[src/rtl/uart_transmitter.sv]
// APB slave that serialises one written byte as an 8N1 UART frame, LSB first.
// Defining UART_TX_PARITY_EN inserts an even-parity bit between data and stop.
module uart_transmitter #(
  parameter int CLKS_PER_BIT = 87
) (
  input  logic       PCLK,
  input  logic       PENABLE,
  input  logic       PSEL2,
  input  logic [7:0] PADDR,
  input  logic       PWRITE,
  input  logic       PRESETn,
  input  logic [7:0] PWDATA,
  output logic       PREADY,
  output logic       o_Tx_Serial,
  output logic       o_Tx_Done
);

  localparam int CNT_W = (CLKS_PER_BIT > 1) ? $clog2(CLKS_PER_BIT) : 1;
  localparam logic [CNT_W-1:0] CNT_LAST = CNT_W'(CLKS_PER_BIT - 1);
  localparam logic [CNT_W-1:0] CNT_ONE  = CNT_W'(1);
  localparam logic [CNT_W-1:0] CNT_ZERO = CNT_W'(0);

  typedef enum logic [2:0] {
    IDLE    = 3'd0,
    START   = 3'd1,
    DATA    = 3'd2,
    PARITY  = 3'd3,
    STOP    = 3'd4,
    CLEANUP = 3'd5
  } state_t;

  function automatic logic even_parity(input logic [7:0] d);
    return ^d;
  endfunction

  state_t           state_r, state_nx;
  logic [CNT_W-1:0] cnt_r, cnt_nx;
  logic [2:0]       bit_r, bit_nx;
  logic [7:0]       data_r, data_nx;
  logic             serial_nx, done_nx, ready_nx;
  logic             accept_s;
  logic             unused_paddr_s;

  assign unused_paddr_s = ^PADDR;
  assign accept_s       = PSEL2 & PENABLE & PWRITE & PREADY;

  // State, bit-timing counter, bit index and latched byte
  always_ff @(posedge PCLK or negedge PRESETn) begin
    if (!PRESETn) begin
      state_r <= IDLE;
      cnt_r   <= CNT_ZERO;
      bit_r   <= 3'd0;
      data_r  <= 8'h00;
    end else begin
      state_r <= state_nx;
      cnt_r   <= cnt_nx;
      bit_r   <= bit_nx;
      data_r  <= data_nx;
    end
  end

  // Next-state logic; the counter clears on every state change
  always_comb begin
    state_nx = state_r;
    cnt_nx   = cnt_r;
    bit_nx   = bit_r;
    data_nx  = data_r;
    case (state_r)
      IDLE: begin
        cnt_nx = CNT_ZERO;
        if (accept_s) begin
          state_nx = START;
          data_nx  = PWDATA;
        end else begin
          state_nx = IDLE;
        end
      end
      START: begin
        if (cnt_r == CNT_LAST) begin
          state_nx = DATA;
          cnt_nx   = CNT_ZERO;
        end else begin
          cnt_nx = cnt_r + CNT_ONE;
        end
      end
      DATA: begin
        if (cnt_r == CNT_LAST) begin
          cnt_nx = CNT_ZERO;
          bit_nx = bit_r + 3'd1;
          if (bit_r == 3'd7) begin
`ifdef UART_TX_PARITY_EN
            state_nx = PARITY;
`else
            state_nx = STOP;
`endif
          end else begin
            state_nx = DATA;
          end
        end else begin
          cnt_nx = cnt_r + CNT_ONE;
        end
      end
`ifdef UART_TX_PARITY_EN
      PARITY: begin
        if (cnt_r == CNT_LAST) begin
          state_nx = STOP;
          cnt_nx   = CNT_ZERO;
        end else begin
          cnt_nx = cnt_r + CNT_ONE;
        end
      end
`endif
      STOP: begin
        if (cnt_r == CNT_LAST) begin
          state_nx = CLEANUP;
          cnt_nx   = CNT_ZERO;
        end else begin
          cnt_nx = cnt_r + CNT_ONE;
        end
      end
      CLEANUP: begin
        state_nx = IDLE;
        cnt_nx   = CNT_ZERO;
      end
      default: begin
        state_nx = IDLE;
        cnt_nx   = CNT_ZERO;
        bit_nx   = 3'd0;
      end
    endcase
  end

  // Outputs decoded from the upcoming state so the registered pins line up with it
  always_comb begin
    serial_nx = 1'b1;
    done_nx   = 1'b0;
    ready_nx  = 1'b0;
    case (state_nx)
      IDLE:    ready_nx  = 1'b1;
      START:   serial_nx = 1'b0;
      DATA:    serial_nx = data_nx[bit_nx];
`ifdef UART_TX_PARITY_EN
      PARITY:  serial_nx = even_parity(data_nx);
`endif
      STOP:    done_nx   = (cnt_nx == CNT_LAST);
      CLEANUP: serial_nx = 1'b1;
      default: serial_nx = 1'b1;
    endcase
  end

  // Output registers; reset forces the line high immediately
  always_ff @(posedge PCLK or negedge PRESETn) begin
    if (!PRESETn) begin
      o_Tx_Serial <= 1'b1;
      o_Tx_Done   <= 1'b0;
      PREADY      <= 1'b1;
    end else begin
      o_Tx_Serial <= serial_nx;
      o_Tx_Done   <= done_nx;
      PREADY      <= ready_nx;
    end
  end

endmodule

[config.mk]
export PLATFORM = sky130hd
export DESIGN_NAME = uart_transmitter
export DESIGN_NICKNAME = d
export VERILOG_FILES = /design/src/rtl/uart_transmitter.sv
export SDC_FILE = /design/constraint.sdc
export NUM_CORES = 1
export LEC_CHECK = 0
export BUFFER_PORTS_ARGS = -buffer_cell sky130_fd_sc_hd__buf_2
export CAP_MARGIN = 0
export CORE_UTILIZATION = 45
export DETAILED_ROUTE_END_ITERATION = 12
export HOLD_SLACK_MARGIN = 0.1
export PLACE_DENSITY = 0.69
export SETUP_SLACK_MARGIN = 0.1
export SLEW_MARGIN = 20
export SYNTH_ARGS = -nofsm -noshare
export SYNTH_HDL_FRONTEND = slang
export SYNTH_SLANG_ARGS = --single-unit
[constraint.sdc]
create_clock -name PCLK -period 2.1 [get_ports PCLK]
set_clock_uncertainty 0.15 [all_clocks]
set_input_delay 0.42 -clock PCLK [delete_from_list [all_inputs] [get_ports PCLK]]
set_output_delay 0.42 -clock PCLK [all_outputs]
set_load 0.1 [all_outputs]
After elaboration in Yosys (flattened, before gate mapping)
Index checks and enable logic that the tools add are counted.
- add/subtract/negate cells: 2
- multiply operators: 0
- divide/modulo/power cells: 0
- magnitude comparators: 1
- equality and inequality tests: 10
- shifts and indexed selects: 0
- multiplexer cells: 17
- bitwise gates (word level): 3
- reductions and logical operators: 4
- operators with widths (cell ; count):
    $mux W8 ; 2
    $mux W3 ; 5
    $eq A7 B7 Y1 const B ; 2
    $mux W7 ; 2
    $eq A3 B3 Y1 const B ; 4
    $pmux W3 S4 ; 1
    $add A7 B1 Y7 const B ; 1
    $eq A3 B1 Y1 const B ; 2
    $eq A3 B2 Y1 const B ; 2
    $logic_not A3 Y1 ; 2
    $pmux W3 S2 ; 1
    $lt A3 B4 Y1 const B ; 1
    $mux W1 ; 4
    $reduce_or A4 Y1 ; 1
    $add A3 B1 Y3 const B ; 1
    $and A1 B1 Y1 ; 3
    $bmux W1 S3 ; 1
    $reduce_or A3 Y1 ; 1
    $pmux W1 S2 ; 1
- bits in registers: 24
- latch bits: 0
- memory bits (writable): 0
- ROM bits: 0
- input bits: 21
- output and inout port bits: 3
- word-level logic and storage cells: 44
- memories: 0

Longest topological paths before layout
Gate-level depths: netlist (run 1).
- word-level depth: 8
- depth in mapped cells: 8
- depth with buffers taken out: 8

Least setup slack after synthesis (run 1)
No wires, ideal clock.
- kind: register -> register
- from: reg PREADY
- to: reg o_Tx_Serial
- library setup time: 0.097 ns
- arrival: 1.912 ns
- required time: 1.853 ns
- slack: -0.059 ns
- cell stages (with the launch flop): 6
- path buffers: 0
- period minus slack after synthesis: 2.159 ns
- path through: dfstp_2 nand3_4 mux2_2 mux2_2 a22oi_2 a41oi_2
- longest elaborated chain between the ends: 6
- elaborated cells between the ends (all ways): 10
- those cells by class: eq/ne: 2; mux: 7; bitwise: 1
- ends and longest elaborated chain (what ; line ; text):
    from (decl) ; 13 ; output logic PREADY,
    from (signal assigned) ; 160 ; PREADY <= ready_nx;
    $and A1 B1 Y1 ; 45 ; assign accept_s = PSEL2 & PENABLE & PWRITE & PREADY;
    $mux W8 ; 71 ; if (accept_s) begin
    $mux W8 ; 68 ; case (state_r)
    via data_nx[5] ; 39 ; logic [7:0] data_r, data_nx;
    $bmux W1 S3 ; 141 ; DATA: serial_nx = data_nx[bit_nx];
    $mux W1 (implied by the code) ; 141 ;
    $pmux W1 S2 ; 138 ; case (state_nx)
    via serial_nx ; 40 ; logic serial_nx, done_nx, ready_nx;
    to (signal assigned) ; 158 ; o_Tx_Serial <= serial_nx;
    to (decl) ; 14 ; output logic o_Tx_Serial,
The timed path passes the listed nets, and every way through them passes these cells. The select of a mux whose other input is x is not followed.

Worst setup path in the final report (run 1)
- from: reg cnt_r[0]
- to: reg o_Tx_Serial
- longest elaborated chain between the ends: 6
- elaborated cells between the ends (all ways): 12
- those cells by class: eq/ne: 3; mux: 9
- ends and longest elaborated chain (what ; line ; text):
    from (decl) ; 37 ; logic [CNT_W-1:0] cnt_r, cnt_nx;
    from (signal assigned) ; 56 ; cnt_r <= cnt_nx;
    $eq A7 B7 Y1 ; 87 ; if (cnt_r == CNT_LAST) begin
    $mux W3 ; 87 ;
    $pmux W3 S2 ; 68 ;
    via bit_nx[0] ; 38 ; logic [2:0] bit_r, bit_nx;
    $bmux W1 S3 ; 141 ;
    $mux W1 (implied by the code) ; 141 ;
    $pmux W1 S2 ; 138 ;
    via serial_nx ; 40 ;
The timed path passes the listed nets, and every way through them passes these cells. The select of a mux whose other input is x is not followed.

==> flow_summary_export.csv, run 1 <==
group,metric,value,unit
clock_network,cts_tree,"done",
synth,ys_async_sr_fraction,1.00,
clock_network,cts_root_buf,"clkbuf_4",
floorplanning,start_util,0.476,
floorplanning,dieArea,0.00314,mm2
synth,seq_area_frac_synth,0.459,
route,drc_errors,0,
clock_network,clock-sinks,24,
clock_network,cts_max_level,1,
synth,synth_top_area_cell,"dfrtp_1",
placement,dpl-instance-area,0.00151,mm2
layout,finalInstanceArea,0.00162,mm2
global_routing,grt_pass1_vias,967,
sta,hold_viol,0,
synth,netlist_instances,122,
synth,synthesis.nets,147,
layout,n_fill_cell,223,
sta,period_minus_slack,2.06,ns
setup_path,crit_path_end_kind,"flip-flop",
placement,place_inst,176,
setup_path,cp.arrival,2.16,ns
clock_network,cts.clk_slew.worst_paths,0.13,ns
synth,synth-edff-count,0,
placement,gp_congestion,0.761,
route,antenna_left,0,
floorplanning,ios,24,
floorplanning,die_w,56.0,um
power,p_total,819,uW
sta,hold_ws,0.170,ns
sta,relSlewSlack,0.636,
power,p_per_area,504,mW/mm2
synth,synth.most_common_cell,"dfrtp_1",
outcome,status,"completed",
setup_path,worstPathMaxFanout,4,
sta,finalSetupViolCount,0,
floorplanning,row_count,19,
sta,finalCritPeriodShare,0.980,
clock_network,clk_latency,0.32,ns
synth,synth_common_cells,"dfrtp_1 (22), nor2_1 (10), mux2_2 (9), nand2b_1 (7)",
layout,register_area,607,um2
route,via_per_inst,5.66,
layout,drive_above_1_share,0.357,
synth,synthDistinctLibCells,34,
synth,synth_ff_type,"dfrtp_1",
clock_network,cts_buffer_depth,2,
job,maxCapViolations,0,
global_routing,grt_overflow,0,
global_routing,grt_max_degree,25,
route,drt-total-wl,2540,um
floorplanning,die_y,56.0,um
placement,dp_hpwl,1820,um
clock_network,cts_made_buffers,3,
setup_path,cp.required,2.20,ns
global_routing,grt_use_total,0.172,
route,dr.pass1.iters,5,
power,leakagePower,0.000714,uW
layout,nets,180,
sta,rsz0062_at_grt,"yes",
sta,worstMarginPinSlew,0.546,ns
layout,syn2layout_area_growth,23.6,%
route,drt-initial-drc-count,36,
synth,syn_area,0.00131,mm2
synth,syn_avg_cell_area,10.8,um2
synth,ys_warn_count,0,
sta,max_freq,486,MHz
global_routing,antenna_found_initial,0,
synth,synthTopCellsByArea,"dfrtp_1 (42%), mux2_2 (7.7%), dfstp_2 (4.0%)",
layout,n_antenna_cell,0,
setup_path,critPathKind,"flip-flop to flip-flop",
worst_hold_path,hold_path.class,"input port to flip-flop",
layout,fin_cells,185,
floorplanning,core-area,0.00276,mm2
synth,synth_top_area_frac,0.419,
layout,multiInputGateArea,714,um2
synth,ys_ff_latch,24,
sta,slew_viol_final,0,
placement,port_buffers,15,
route,wl_per_cell,13.7,um
power,max-vdd-ir-drop,0.553,mV
global_routing,grt_pass1_wl,4300,um
setup_path,worst_setup_path_start_kind,"flip-flop",
route,via_count,1047,
==> cell type report <==
cell class,count,share of cell area
Clock buffer,3,0.0139
Multi-Input combinational cell,92,0.440
Sequential cell,24,0.374
Inverter,3,0.00693
Tap cell,31,0.0239
Timing Repair Buffer,31,0.123
Clock inverter,1,0.0185
==> path summary, 6_finish.rpt <==
path / startpoint / to / slack [ns] / depth (start not counted)
setup / recovery: cnt_r[0]$_DFF_PN0_ / o_Tx_Serial$_DFF_PN1_ / 0.04 / 8
hold / removal: PWDATA[1] / data_r[1]$_DFF_PN0_ / 0.17 / 2
setup reg to reg: cnt_r[0]$_DFF_PN0_ / o_Tx_Serial$_DFF_PN1_ / 0.04 / 8
hold reg to reg: data_r[1]$_DFF_PN0_ / data_r[1]$_DFF_PN0_ / 0.36 / 1
max in group asynchronous: PRESETn / o_Tx_Serial$_DFF_PN1_ / 0.98 / 2
min in group asynchronous: PRESETn / data_r[4]$_DFF_PN0_ / 0.45 / 2
==> per-stage QoR <==
step	setup WS [ns]	util	TNS, ns
floorplan	0.0846	-	0
global route	-0.0511	0.589	-0.0511
CTS	0.0168	0.575	0
detailed placement	0.0254	0.547	0
global placement	0.0504	0.547	0
finish	0.0426	0.589	0
==> flip-flops by register name, summed over array words and instances, names as in the netlist <==
| register | count |
|---|---|
| PREADY | 1 |
| bit_r | 3 |
| cnt_r | 7 |
| data_r | 8 |
| o_Tx_Done | 1 |
| o_Tx_Serial | 1 |
| state_r | 3 |
==> cell usage in the layout, fill, tap and decap left out, types with 3 or more instances in the layout <==
cell type	netlist	layout
a21oi_1	5	3
buf_2	1	14
buf_4	0	15
clkbuf_4	0	4
dfrtp_1	22	22
ha_1	4	3
mux2_2	9	8
nand2_1	5	5
nand2b_1	7	7
nand3_1	5	5
nand3b_1	3	3
nand4_1	4	4
nor2_1	10	10
nor2b_1	6	6
o211ai_1	4	4
o21ai_0	6	6
xor2_1	4	4
==> metal layers <==
| layer | vias up | track usage | routed length, um |
|---|---|---|---|
| met5 | - | 0 | 0 |
| met4 | 0 | 0.0627 | 41 |
| met3 | 4 | 0.0140 | 62 |
| met2 | 17 | 0.265 | 1200 |
| met1 | 517 | 0.253 | 1240 |
| li1 | 509 | - | - |
==> cells by family after synthesis <==
group                      synth area share
DFF                                   0.459
adders and majority gates            0.0381
muxes                                0.0933
and+or+nand+nor                       0.242
xor gates and xnor gates             0.0333
buffers and inverters                0.0238
AOI/OAI and AO/OA                     0.110
==> report_power, final <==
part	switching (uW)	leakage (uW)	total (uW)	internal, uW
Sequential	0	0.000309	462	462
Combinational	11.7	0.000377	21.2	9.49
Clock	142	0.0000279	335	193
==> critical path, cell delays in order (launching register included) <==
cell	delay, ns
dfrtp_1	0.41
inv_2	0.07
ha_4	0.12
nand4b_1	0.20
nor2_4	0.22
o221ai_4	0.16
mux2_4	0.32
a22oi_2	0.20
a41oi_2	0.13
==> repair_timing <==
| action | CTS | global route |
|---|---|---|
| setup endpoints to repair | 1 | 4 |
| hold buffers | 1 | 0 |
| hold endpoints to repair | 22 | 0 |
| resized for setup | 0 | 6 |
| buffers inserted | 2 | 2 |
| pin swaps | 2 | 5 |
Power figures use the tool's default switching activity.
==> inputs of run 2 (changes only) <==
--- a/config.mk
+++ b/config.mk
@@ -7,11 +7,12 @@
 export LEC_CHECK = 0
 export BUFFER_PORTS_ARGS = -buffer_cell sky130_fd_sc_hd__buf_2
 export CAP_MARGIN = 0
+export CORE_ASPECT_RATIO = 0.75
 export CORE_UTILIZATION = 45
 export DETAILED_ROUTE_END_ITERATION = 12
 export HOLD_SLACK_MARGIN = 0.1
 export PLACE_DENSITY = 0.69
-export SETUP_SLACK_MARGIN = 0.1
+export SETUP_SLACK_MARGIN = 0.2
 export SLEW_MARGIN = 20
 export SYNTH_ARGS = -nofsm -noshare
 export SYNTH_HDL_FRONTEND = slang
==> flow_summary_export.csv, run 2 (synthesis results as in run 1) <==
group,metric,value,unit
route,wl_per_cell,14.3,um
power,pwr-share-comb,0.027,
clock_network,cts_tree,"done",
layout,final_cell_mix,"dfrtp_1 (22), buf_4 (17), buf_2 (14)",
power,p_clk_frac,0.389,
setup_path,cp_cell_sequence,"inv_1, ha_2, nand4b_1, nor2_4, o221ai_4, mux2_4, a22oi_2, a41oi_2",
setup_path,slowest_delay,0.38,ns
layout,finish.utilization,0.611,
floorplanning,row_count,16,
floorplanning,dieArea,0.00314,mm2
route,antenna_left,0,
route,drt-total-wl,2730,um
floorplanning,core-area,0.00268,mm2
layout,largest_registers,"data_r (8), cnt_r (7)",
placement,dpl-instance-area,0.00152,mm2
placement,pre_cts_ws,-0.000956,ns
clock_network,cts_root_buf,"clkbuf_8",
sta,worst_slack,0.0445,ns
outcome,status,"completed",
sta,max_freq,486,MHz
layout,syn2layout_area_growth,24.8,%
power,seqPwrFrac,0.584,
route,via_per_inst,5.44,
sta,slew_viol_final,0,
clock_network,clk_latency,0.26,ns
layout,finalInstanceArea,0.00164,mm2
setup_path,cp.required,2.13,ns
setup_path,cp.arrival,2.09,ns
placement,dp_hpwl,2030,um
power,switching_share,0.193,
power,p_int,638,uW
sta,finalSetupViolCount,0,
global_routing,grt_overflow,0,
clock_network,cts_max_level,1,
floorplanning,start_util,0.490,
clock_network,cts_made_buffers,3,
sta,finalCritPeriodShare,0.979,
global_routing,grt_use_total,0.200,
route,via_count,1039,
sta,worstMarginPinSlew,0.529,ns
global_routing,grt_pass1_wl,4750,um
power,netSwitchingPower,153,uW
layout,register_area,607,um2
layout,drive_above_1_share,0.368,
setup_path,worstPathMaxFanout,4,
layout,nets,181,
layout,n_fill_cell,224,
power,leakagePower,0.000730,uW
layout,multiInputGateArea,713,um2
clock_network,cts_buffer_depth,2,
global_routing,grt_pass1_vias,1021,
global_routing,antenna_found_initial,0,
global_routing,grt_max_degree,25,
layout,largest_reg_flops,8,
job,maxCapViolations,0,
floorplanning,die_w,64.4,um
layout,regMostFlops,"data_r",
power,max-vdd-ir-drop,0.358,mV
power,p_per_area,482,mW/mm2
route,dr.pass1.iters,4,
floorplanning,die_y,48.8,um
setup_path,crit_path_end_kind,"flip-flop",
placement,port_buffers,15,
clock_network,cts.clk_slew.worst_paths,0.08,ns
layout,final_common_cell,"dfrtp_1",
clock_network,clock-sinks,24,
route,drt-initial-drc-count,71,
route,drc_errors,0,
placement,gp_congestion,0.813,
worst_hold_path,hold_path.class,"input port to flip-flop",
setup_path,worst_setup_path_start_kind,"flip-flop",
sta,relSlewSlack,0.647,
layout,n_antenna_cell,0,
floorplanning,ios,24,
setup_path,cpMaxStageDelayCell,"dfrtp_1",
sta,period_minus_slack,2.06,ns
sta,hold_viol,0,
setup_path,critPathKind,"flip-flop to flip-flop",
sta,rsz0062_at_grt,"yes",
## run 2: layout make-up
cell class,count,area share
clock buffer,4,0.0336
inverter,3,0.00687
multi-input combinational,92,0.435
sequential,24,0.370
tap,36,0.0275
timing repair buffer,32,0.127
## run 2: final timing paths
| check | slack (ns) | depth (start not counted) | to | from |
|---|---|---|---|---|
| max | 0.04 | 8 | o_Tx_Serial$_DFF_PN1_ | cnt_r[0]$_DFF_PN0_ |
| min | 0.25 | 2 | data_r[1]$_DFF_PN0_ | PWDATA[1] |
| max in group asynchronous | 0.92 | 2 | o_Tx_Serial$_DFF_PN1_ | PRESETn |
| max reg2reg | 0.04 | 8 | o_Tx_Serial$_DFF_PN1_ | cnt_r[0]$_DFF_PN0_ |
| min reg2reg | 0.35 | 1 | data_r[1]$_DFF_PN0_ | data_r[1]$_DFF_PN0_ |
| min in group asynchronous | 0.51 | 2 | cnt_r[2]$_DFF_PN0_ | PRESETn |
## run 2: what timing repair did
item                                    4_1_cts  5_1_grt
hold endpoints to repair                     22        0
hold buffers                                  1        0
gates resized for setup                       3        4
gates cloned                                  0        0
endpoints found under the setup margin        3        6
pin swaps                                     4        1
buffers inserted                              3        1
## run 2: metal layers
layer / up-vias / GRT usage / wire length (um) / part of all wire
met3: 2 / 0.0444 / 98 / 0.036
met4: 0 / 0.0407 / 11 / 0.0040
li1: 509 / - / - / -
met1: 504 / 0.294 / 1330 / 0.49
met5: - / 0 / 0 / 0
met2: 24 / 0.305 / 1290 / 0.47
## run 2: worst max-delay path, delay by kind of cell (launching register included)
family | cells | cell delay (ns)
compound gates | 3 | 0.44
simple gates | 2 | 0.43
flops | 1 | 0.38
mux | 1 | 0.33
fa+ha+maj | 1 | 0.19
buf+inv | 1 | 0.06
## run 2: power groups by stage
stage,logic [uW],clock network [uW],registers [uW]
global route,24.5,336,462
global placement,19.6,0,471
floorplan,1.20,0,471
CTS,22.1,318,462
finish,21.2,308,462
detailed placement,20.7,0,471
## run 2: per-stage QoR
step | setup TNS, ns | total power (uW) | std cells | hold slack [ns]
after floorplan | 0 | 472 | 122 | -0.0256
final | 0 | 791 | 191 | 0.247
after global placement | 0 | 490 | 182 | 0.268
after global routing | -0.109 | 823 | 191 | 0.239
after detailed placement | -0.000956 | 491 | 182 | 0.280
after CTS | 0 | 802 | 190 | 0.237
==> inputs of run 3 (changes only) <==
--- a/config.mk
+++ b/config.mk
@@ -11,7 +11,7 @@
 export CORE_UTILIZATION = 45
 export DETAILED_ROUTE_END_ITERATION = 12
 export HOLD_SLACK_MARGIN = 0.1
-export PLACE_DENSITY = 0.69
+export PLACE_DENSITY = 0.67
 export SETUP_SLACK_MARGIN = 0.2
 export SLEW_MARGIN = 20
 export SYNTH_ARGS = -nofsm -noshare
==> constraint.sdc (replaced) <==
create_clock -name PCLK -period 2.35 [get_ports PCLK]
set_clock_uncertainty 0.15 [all_clocks]
set_input_delay 0.47 -clock PCLK [delete_from_list [all_inputs] [get_ports PCLK]]
set_output_delay 0.47 -clock PCLK [all_outputs]
set_load 0.1 [all_outputs]
==> flow_summary_export.csv, run 3 (synthesis results as in run 1) <==
group,metric,value,unit
layout,largest_reg_flops,8,
clock_network,cts_made_buffers,3,
clock_network,cts_max_level,1,
global_routing,grt_pass1_vias,909,
sta,setup_tns,0,ns
layout,largest_registers,"data_r (8), cnt_r (7)",
setup_path,critPathKind,"flip-flop to flip-flop",
sta,hold_viol,0,
sta,max_freq,486,MHz
setup_path,r2r_end,"o_Tx_Serial$_DFF_PN1_",
power,p_int,571,uW
route,dr.pass1.iters,4,
sta,period_minus_slack,2.06,ns
power,leakagePower,0.000680,uW
layout,finish.utilization,0.578,
floorplanning,row_count,16,
layout,nets,172,
floorplanning,core-area,0.00268,mm2
setup_path,cp.arrival,2.09,ns
layout,n_antenna_cell,0,
global_routing,grt_max_degree,25,
clock_network,clk_latency,0.27,ns
route,wl_met1,1250,um
placement,pre_cts_ws,0.205,ns
route,drt-initial-drc-count,36,
layout,final_common_cell,"dfrtp_1",
worst_hold_path,hold_path.class,"input port to flip-flop",
layout,drive_above_1_share,0.301,
power,max-vdd-ir-drop,0.306,mV
setup_path,reg2reg_from,"cnt_r[0]$_DFF_PN0_",
setup_path,worstPathMaxFanout,3,
sta,finalCritPeriodShare,0.876,
route,antenna_left,0,
global_routing,grt_use_total,0.167,
route,drc_errors,0,
setup_path,worst_setup_path_start_kind,"flip-flop",
floorplanning,ios,24,
route,highest_layer,"met4",
clock_network,cts_buffer_depth,2,
sta,worstMarginPinSlew,0.589,ns
floorplanning,dieArea,0.00314,mm2
setup_path,cp.required,2.38,ns
power,seqPwrFrac,0.580,
setup_path,crit_path_end_kind,"flip-flop",
power,netSwitchingPower,140,uW
setup_path,rr_worst_depth,8,
placement,gp_congestion,0.830,
route,via_count,986,
power,p_clk_frac,0.393,
global_routing,antenna_found_initial,0,
sta,slew_viol_final,0,
job,maxCapViolations,0,
route,wl_met2,1060,um
sta,rsz0062_at_grt,"no",
floorplanning,start_util,0.490,
placement,dp_hpwl,1760,um
setup_path,rrSetupSlack,0.29,ns
outcome,status,"completed",
power,switching_share,0.197,
floorplanning,die_w,64.4,um
clock_network,cts_tree,"done",
layout,final_cell_mix,"dfrtp_1 (22), buf_2 (15), nor2_1 (10)",
global_routing,grt_overflow,0,
sta,relSlewSlack,0.606,
global_routing,grt_pass1_wl,3980,um
route,wl_met3,87,um
clock_network,cts_root_buf,"clkbuf_8",
power,p_per_area,458,mW/mm2
route,via_per_inst,5.42,
route,wl_per_cell,13.3,um
route,drt-total-wl,2430,um
clock_network,cts.clk_slew.worst_paths,0.08,ns
floorplanning,die_y,48.8,um
setup_path,critPathCapture,"o_Tx_Serial$_DFF_PN1_",
layout,syn2layout_area_growth,18.1,%
clock_network,clock-sinks,24,
power,pwr-share-comb,0.027,
placement,port_buffers,15,
sta,finalSetupViolCount,0,
setup_path,crit_path_start,"cnt_r[0]$_DFF_PN0_",
sta,worst_slack,0.292,ns
layout,regMostFlops,"data_r",
-- run 3: routing by layer --
metal,GRT usage,up-vias
met5,0,-
met4,0.0444,0
met3,0.0491,5
met2,0.244,13
met1,0.241,477
li1,-,491
-- run 3: power by group through the flow --
stage	combinational (uW)	clock (uW)	sequential [uW]
global route	21.9	299	413
finish	18.9	279	413
global placement	17.8	0	421
detailed placement	18.7	0	421
floorplan	1.01	0	421
CTS	20.0	287	413
-- run 3: worst min-delay path by stage --
stage | start | end | slack (ns) | cells after the start
2_1_floorplan | PRESETn | bit_r[0]$_DFF_PN0_ | 0.02 | 0
3_3_place_gp | data_r[1]$_DFF_PN0_ | data_r[1]$_DFF_PN0_ | 0.32 | 1
3_5_place_dp | data_r[1]$_DFF_PN0_ | data_r[1]$_DFF_PN0_ | 0.33 | 1
4_1_cts | PWDATA[1] | data_r[1]$_DFF_PN0_ | 0.28 | 2
5_1_grt | PWDATA[1] | data_r[1]$_DFF_PN0_ | 0.28 | 2
6_report | PWDATA[1] | data_r[1]$_DFF_PN0_ | 0.28 | 2
-- run 3: final cells by class --
type | count | area [um2]
Inverter | 3 | 11.3
Tap cell | 36 | 45.0
Sequential cell | 24 | 607
Timing Repair Buffer | 23 | 141
Clock buffer | 4 | 55.1
Multi-Input combinational cell | 92 | 692
Fill cell | 241 | 1130
-- run 3: metrics by stage --
stage	instance area, um2	hold WS [ns]	std cells	total power (uW)
4_1_cts	1520	0.277	180	720
5_1_grt	1550	0.277	182	733
3_5_place_dp	1460	0.325	175	439
3_3_place_gp	1460	0.321	175	438
6_report	1550	0.282	182	711
2_1_floorplan	1320	0.0244	122	422
-- run 3: what timing repair did --
item / 4_1_cts / 5_1_grt
hold endpoints to repair: 22 / 0
setup endpoints to repair: 0 / 1
hold buffers: 1 / 0
setup buffers: 0 / 2
resized for setup: 0 / 3
-- run 3: worst max-delay path, cell delays in order (launching register included) --
cell	delay, ns
dfrtp_1	0.39
inv_1	0.06
ha_1	0.16
and4b_2	0.26
nand4_1	0.16
o221ai_4	0.13
mux2_2	0.37
a22oi_2	0.16
a41oi_2	0.12
